`config.mk`:
```
export PLATFORM = sky130hd
export DESIGN_NAME = papuf_vote_ctrl_flat
export DESIGN_NICKNAME = d
export VERILOG_FILES = /design/src/rtl/papuf_pkg.sv /design/src/rtl/papuf_vote_ctrl_if.sv /design/src/rtl/papuf_array.sv /design/src/rtl/papuf_vote_ctrl.sv /design/src/flat_wrapper.sv
export SDC_FILE = /design/constraint.sdc
export NUM_CORES = 1
export LEC_CHECK = 0
export CAP_MARGIN = 20
export CORE_MARGIN = 3
export CORE_UTILIZATION = 61
export DETAILED_ROUTE_END_ITERATION = 10
export PLACE_DENSITY = 0.84
export SLEW_MARGIN = 30
export SYNTH_ARGS = -nofsm -noshare
export SYNTH_HDL_FRONTEND = slang
export SYNTH_HIERARCHICAL = 1
export SYNTH_SLANG_ARGS = --single-unit
```
`constraint.sdc`:
```
create_clock -name clk -period 4.4 [get_ports clk]
set_input_delay 0.44 -clock clk [delete_from_list [all_inputs] [get_ports clk]]
set_output_delay 0.44 -clock clk [all_outputs]
set_load 0.02 [all_outputs]
```
`src/rtl/papuf_pkg.sv`:
```
// Shared definitions for the PUF majority-vote controller: FSM state
// encoding, default parameter values and the behavioural cell skew pattern.
package papuf_pkg;

  localparam int CW_DEF         = 16;
  localparam int RW_DEF         = 16;
  localparam int NEVAL_DEF      = 5;
  localparam int SETTLE_CYC_DEF = 2;
  localparam int PULSE_CYC_DEF  = 2;
  localparam int CAP_CYC_DEF    = 4;

  // Per-cell static delay bias of the behavioural arbiter model (bit i of
  // the pattern is the bias of cell i, repeating every 16 cells).
  localparam logic [15:0] ARB_SKEW = 16'hA5A5;

  typedef enum logic [2:0] {
    ST_IDLE    = 3'd0,
    ST_SETTLE  = 3'd1,
    ST_PULSE   = 3'd2,
    ST_CAPTURE = 3'd3,
    ST_DONE    = 3'd4
  } state_e;

endpackage

```
`src/rtl/papuf_vote_ctrl_if.sv`:
```
// Challenge/response handshake bundle between a requester (master) and the
// vote controller (slave).
interface papuf_vote_ctrl_if #(
  parameter int CW = 16,
  parameter int RW = 16
);

  logic          chal_valid;
  logic          chal_ready;
  logic [CW-1:0] chal_data;
  logic          resp_valid;
  logic          resp_ready;
  logic [RW-1:0] resp_data;
  logic [RW-1:0] resp_unstable;
  logic          busy;

  modport master (
    output chal_valid, chal_data, resp_ready,
    input  chal_ready, resp_valid, resp_data, resp_unstable, busy
  );

  modport slave (
    input  chal_valid, chal_data, resp_ready,
    output chal_ready, resp_valid, resp_data, resp_unstable, busy
  );

endinterface

```
`src/rtl/papuf_array.sv`:
```
// RW single-bit arbiter cells sharing one challenge bus. This body is the
// behavioural stand-in; silicon swaps in the hard arbiter macro per cell.
module papuf_array
  import papuf_pkg::*;
#(
  parameter int CW = CW_DEF,
  parameter int RW = RW_DEF
) (
  input  logic [CW-1:0] challenge,
  input  logic          pulse,
  output logic [RW-1:0] response
);

  // The behavioural cell resolves instantly, so the race pulse is not needed.
  logic unused_pulse;
  assign unused_pulse = pulse;

  for (genvar i = 0; i < RW; i++) begin : g_cell
    localparam int SEL = i % CW;
    localparam int SKW = i % 16;
    assign response[i] = challenge[SEL] ^ ARB_SKEW[SKW];
  end

endmodule

```
`src/rtl/papuf_vote_ctrl.sv`:
```
// Evaluates the PUF array NEVAL times per challenge, tallies each
// synchronized response bit and presents the majority vote plus disagreement flags.
module papuf_vote_ctrl
  import papuf_pkg::*;
#(
  parameter int CW         = CW_DEF,
  parameter int RW         = RW_DEF,
  parameter int NEVAL      = NEVAL_DEF,
  parameter int SETTLE_CYC = SETTLE_CYC_DEF,
  parameter int PULSE_CYC  = PULSE_CYC_DEF,
  parameter int CAP_CYC    = CAP_CYC_DEF
) (
  input  logic             clk,
  input  logic             rst_n,
  papuf_vote_ctrl_if.slave bus
);

  localparam int TW     = $clog2(NEVAL + 1);
  localparam int ECW    = (NEVAL > 1) ? $clog2(NEVAL) : 1;
  localparam int MAX_SP = (SETTLE_CYC > PULSE_CYC) ? SETTLE_CYC : PULSE_CYC;
  localparam int MAX_PH = (MAX_SP > CAP_CYC) ? MAX_SP : CAP_CYC;
  localparam int PW     = $clog2(MAX_PH + 1);

  localparam logic [PW-1:0]  SETTLE_LAST = PW'(SETTLE_CYC - 1);
  localparam logic [PW-1:0]  PULSE_LAST  = PW'(PULSE_CYC - 1);
  localparam logic [PW-1:0]  CAP_LAST    = PW'(CAP_CYC - 1);
  localparam logic [ECW-1:0] EVAL_LAST   = ECW'(NEVAL - 1);
  localparam logic [TW-1:0]  TALLY_MAX   = TW'(NEVAL);
  localparam logic [TW-1:0]  TALLY_HALF  = TW'(NEVAL / 2);

  state_e                 state_q, state_d;
  logic [PW-1:0]          phase_q, phase_d;
  logic [ECW-1:0]         eval_q, eval_d;
  logic [CW-1:0]          chal_q, chal_d;
  logic [RW-1:0][TW-1:0]  tally_q, tally_d;
  logic [RW-1:0][TW-1:0]  tally_inc;
  logic [RW-1:0]          vote_bits, mixed_bits;
  logic [RW-1:0]          resp_data_q, resp_data_d;
  logic [RW-1:0]          unstable_q, unstable_d;
  logic                   chal_ready_q, chal_ready_d;
  logic                   resp_valid_q, resp_valid_d;
  logic                   busy_q, busy_d;
  logic                   pulse_q, pulse_d;
  logic [RW-1:0]          sync1_q, sync2_q;

  logic [CW-1:0]          arr_chal;
  logic [RW-1:0]          arr_resp;

  // The array only sees the challenge while an evaluation is running.
  assign arr_chal = busy_q ? chal_q : '0;

  papuf_array #(
    .CW (CW),
    .RW (RW)
  ) u_array (
    .challenge (arr_chal),
    .pulse     (pulse_q),
    .response  (arr_resp)
  );

  // Saturating increment keeps a tally from wrapping even if NEVAL is reached.
  always_comb begin
    for (int i = 0; i < RW; i++) begin
      tally_inc[i]  = (sync2_q[i] && (tally_q[i] != TALLY_MAX)) ? tally_q[i] + TW'(1) : tally_q[i];
      vote_bits[i]  = (tally_inc[i] > TALLY_HALF);
      mixed_bits[i] = (tally_inc[i] != '0) && (tally_inc[i] != TALLY_MAX);
    end
  end

  always_comb begin
    // NOTE: every _d takes its hold value first so no branch can infer a latch.
    state_d     = state_q;
    phase_d     = phase_q;
    eval_d      = eval_q;
    chal_d      = chal_q;
    tally_d     = tally_q;
    resp_data_d = resp_data_q;
    unstable_d  = unstable_q;

    unique case (state_q)
      ST_IDLE: begin
        if (bus.chal_valid && chal_ready_q) begin
          chal_d  = bus.chal_data;
          tally_d = '0;
          eval_d  = '0;
          phase_d = '0;
          state_d = ST_SETTLE;
        end
      end
      ST_SETTLE: begin
        if (phase_q == SETTLE_LAST) begin
          phase_d = '0;
          state_d = ST_PULSE;
        end else begin
          phase_d = phase_q + PW'(1);
        end
      end
      ST_PULSE: begin
        if (phase_q == PULSE_LAST) begin
          phase_d = '0;
          state_d = ST_CAPTURE;
        end else begin
          phase_d = phase_q + PW'(1);
        end
      end
      ST_CAPTURE: begin
        if (phase_q == CAP_LAST) begin
          phase_d = '0;
          tally_d = tally_inc;
          if (eval_q < EVAL_LAST) begin
            eval_d  = eval_q + ECW'(1);
            state_d = ST_SETTLE;
          end else begin
            // The vote uses the tally including this final sample.
            resp_data_d = vote_bits;
            unstable_d  = mixed_bits;
            state_d     = ST_DONE;
          end
        end else begin
          phase_d = phase_q + PW'(1);
        end
      end
      ST_DONE: begin
        if (bus.resp_ready) begin
          state_d = ST_IDLE;
        end
      end
      default: state_d = ST_IDLE;
    endcase

    chal_ready_d = (state_d == ST_IDLE);
    resp_valid_d = (state_d == ST_DONE);
    pulse_d      = (state_d == ST_PULSE);
    busy_d       = (state_d == ST_SETTLE) || (state_d == ST_PULSE) || (state_d == ST_CAPTURE);
  end

  // NOTE: sequential state uses non-blocking assignments so every flop samples pre-edge values.
  always_ff @(posedge clk or negedge rst_n) begin
    if (!rst_n) begin
      state_q      <= ST_IDLE;
      phase_q      <= '0;
      eval_q       <= '0;
      chal_q       <= '0;
      // NOTE: the tally bank is plain flops, so it is cleared by reset like any other state.
      tally_q      <= '0;
      resp_data_q  <= '0;
      unstable_q   <= '0;
      chal_ready_q <= 1'b1;
      resp_valid_q <= 1'b0;
      busy_q       <= 1'b0;
      pulse_q      <= 1'b0;
      sync1_q      <= '0;
      sync2_q      <= '0;
    end else begin
      state_q      <= state_d;
      phase_q      <= phase_d;
      eval_q       <= eval_d;
      chal_q       <= chal_d;
      tally_q      <= tally_d;
      resp_data_q  <= resp_data_d;
      unstable_q   <= unstable_d;
      chal_ready_q <= chal_ready_d;
      resp_valid_q <= resp_valid_d;
      busy_q       <= busy_d;
      pulse_q      <= pulse_d;
      sync1_q      <= arr_resp;
      sync2_q      <= sync1_q;
    end
  end

  assign bus.chal_ready    = chal_ready_q;
  assign bus.resp_valid    = resp_valid_q;
  assign bus.resp_data     = resp_data_q;
  assign bus.resp_unstable = unstable_q;
  assign bus.busy          = busy_q;

endmodule

```
`src/flat_wrapper.sv`:
```
// flat-port wrapper written by rule: the top's interface ports become plain ports
module papuf_vote_ctrl_flat import papuf_pkg::*;
#(
  parameter int CW         = CW_DEF,
  parameter int RW         = RW_DEF,
  parameter int NEVAL      = NEVAL_DEF,
  parameter int SETTLE_CYC = SETTLE_CYC_DEF,
  parameter int PULSE_CYC  = PULSE_CYC_DEF,
  parameter int CAP_CYC    = CAP_CYC_DEF
)
  (clk, rst_n, bus_chal_valid, bus_chal_data, bus_resp_ready, bus_chal_ready, bus_resp_valid, bus_resp_data, bus_resp_unstable, bus_busy);
  papuf_vote_ctrl_if #(.CW(CW), .RW(RW)) bus_i ();
  input  logic clk;
  input  logic rst_n;
  input wire logic [$bits(bus_i.chal_valid)-1:0] bus_chal_valid;
  input wire logic [$bits(bus_i.chal_data)-1:0] bus_chal_data;
  input wire logic [$bits(bus_i.resp_ready)-1:0] bus_resp_ready;
  output wire logic [$bits(bus_i.chal_ready)-1:0] bus_chal_ready;
  output wire logic [$bits(bus_i.resp_valid)-1:0] bus_resp_valid;
  output wire logic [$bits(bus_i.resp_data)-1:0] bus_resp_data;
  output wire logic [$bits(bus_i.resp_unstable)-1:0] bus_resp_unstable;
  output wire logic [$bits(bus_i.busy)-1:0] bus_busy;
  assign bus_i.chal_valid = bus_chal_valid;
  assign bus_i.chal_data = bus_chal_data;
  assign bus_i.resp_ready = bus_resp_ready;
  assign bus_chal_ready = bus_i.chal_ready;
  assign bus_resp_valid = bus_i.resp_valid;
  assign bus_resp_data = bus_i.resp_data;
  assign bus_resp_unstable = bus_i.resp_unstable;
  assign bus_busy = bus_i.busy;
  papuf_vote_ctrl #(.CW(CW), .RW(RW), .NEVAL(NEVAL), .SETTLE_CYC(SETTLE_CYC), .PULSE_CYC(PULSE_CYC), .CAP_CYC(CAP_CYC)) u_core (.clk(clk), .rst_n(rst_n), .bus(bus_i));
endmodule
```
==> flow_summary.ini <==
[run_status]
run_status = completed

[routing]
post-route-drc-count = 0
postRouteAntennaNets = 0
drt_iter0_markers = 311
drt_wl_total_um = 12700
drt_first_pass_iters = 4
vias_per_cell = 5.63
vias = 4637
wl_per_cell_um = 15.4

[flow_run]
drv_cap = 0

[pwr]
leakagePower_nw = 3.66
switchingPower_mw = 1.98
p_int_mw = 3.70
p_seq_share_pct = 39.2
power_switching_share_pct = 34.8
peakVddDrop_uv = 355
pwr-share-clk_pct = 25.4
p_comb_share_pct = 35.5
p_per_area_nw_per_um2 = 713

[min_path]
min_path_type = input port to asynchronous set/reset pin

[sta]
fmax_mhz = 405
fin_crit_sh_pct = 56.1
relSlewSlack_pct = 38.2
rsz0062_at_grt = no
finalSetupTns_ns = 0
hold_viol_final = 0
min_period_ns = 2.47
skew_ns = 0.00755
hold_slack_ns = 0.0184
setup_viol_count_final = 0
final_max_slew_viol_count = 0
worst_pin_slew_ns = 0.926

[grt]
grt_first_pass_wirelength_um = 22100
grt_max_degree = 108
overflow = 0
grt_usage_pct = 21.9
antenna_found_initial = 0
grt_pass1_vias = 4765

[clock_network]
clock_latency_ns = 0.52
post_cts_buffers = 0
h-tree-depth = 4
clk_pin_slew_ns = 0.06
cts_tree = done
hold_buffers = 0
cts_sinks = 140
clk_path_buf_depth = 2
cts-resized-gates = 0
cts_buffers = 17
root_buffer = clkbuf_8

[finish]
diodes = 0
drive_gt1_share_pct = 10.2
fin_util_pct = 75.3
syn2layout_area_growth_pct = 17.4
mostFrequentLayoutCells = 139 x dfrtp_1, 60 x nand2_1, 53 x clkdlybuf4s50_1
layout.nets = 734
final_common_cell = dfrtp_1

[worst_setup_path]
critPathKind = flop to flop
worstPathArrival_ns = 2.90
critPathCaptureType = flop
cp_max_fo = 29
required_ns = 4.83
start_kind = flop

[placement]
gp_congestion = 0.808
hpwl_um = 8540
port_buffers = 54

[die]
die_w_um = 111
fp.dieH_um = 111
core_um2 = 10600
initial_core_util_pct = 64.2
ios = 55
die_area_um2 = 12400
fp-row-count = 37

[synth]
netlist_area_um2 = 6770
synth_nets = 687
yosys_warnings = 6
netlist_instances = 629
synth.avg_cell_area_um2 = 10.8
==> final cells by class <==
cell class | count | area (um^2)
timing repair buffer | 58 | 574
clock inverter | 7 | 138
clock buffer | 24 | 460
inverter | 35 | 131
sequential | 140 | 3500
tap | 136 | 170
multi-input combinational | 424 | 2970
fill | 678 | 2610
==> power groups by stage <==
stage | logic (mW) | registers (mW) | clock network, mW
6_report | 2.01 | 2.22 | 1.44
4_1_cts | 2.02 | 2.21 | 1.46
2_1_floorplan | 1.46 | 2.21 | 0
3_5_place_dp | 1.99 | 2.23 | 0
5_1_grt | 2.25 | 2.29 | 1.53
3_3_place_gp | 1.87 | 2.19 | 0
==> final timing paths <==
path                       depth (start not counted)                    end  slack (ns)               from
hold / removal                                     1     u_core/tally_q[12]        0.02              rst_n
setup reg to reg                                   6     u_core/tally_q[22]        1.93  u_core/phase_q[0]
hold reg to reg                                    0      u_core/sync2_q[7]        0.35  u_core/sync1_q[7]
min in group clk                                   0      u_core/sync2_q[7]        0.35  u_core/sync1_q[7]
max in group asynchronous                          2  u_core/bus.chal_ready        3.36              rst_n
setup / recovery                                   6     u_core/tally_q[22]        1.93  u_core/phase_q[0]
==> through the flow <==
stage	area (um^2)	power, mW	instances	worst slack, ns
4_1_cts	7950	5.70	824	1.90
5_1_grt	7950	6.07	824	1.69
3_3_place_gp	7350	4.06	793	1.94
2_1_floorplan	6770	3.67	629	2.72
3_5_place_dp	7350	4.22	793	1.96
6_report	7950	5.67	824	1.93
==> flip-flops by register name (all words and copies together) (netlist names) <==
register,cells
u_core/bus.busy,1
u_core/bus.chal_ready,1
u_core/bus.resp_data,16
u_core/bus.resp_unstable,16
u_core/bus.resp_valid,1
u_core/chal_q,16
u_core/eval_q,3
u_core/phase_q,3
u_core/state_q,3
u_core/sync1_q,16
u_core/sync2_q,16
u_core/tally_q,48
==> worst max-delay path, cell delays in order, from the launching register on <==
cell and delay, ns:
dfrtp_1 0.39, ha_1 0.22, ha_1 0.28, nand4b_1 0.54, buf_4 0.46, or2_2 0.34, o22ai_1 0.16
==> per-layer routing <==
metal,vias to the layer above,track usage [%],part of all wire (%)
met5,-,0,0
met4,0,7.95,1.1
met3,13,4.95,3.5
met2,95,36.3,50
met1,2286,28.5,45
li1,2243,-,-
(Power assumes the default switching activity.)
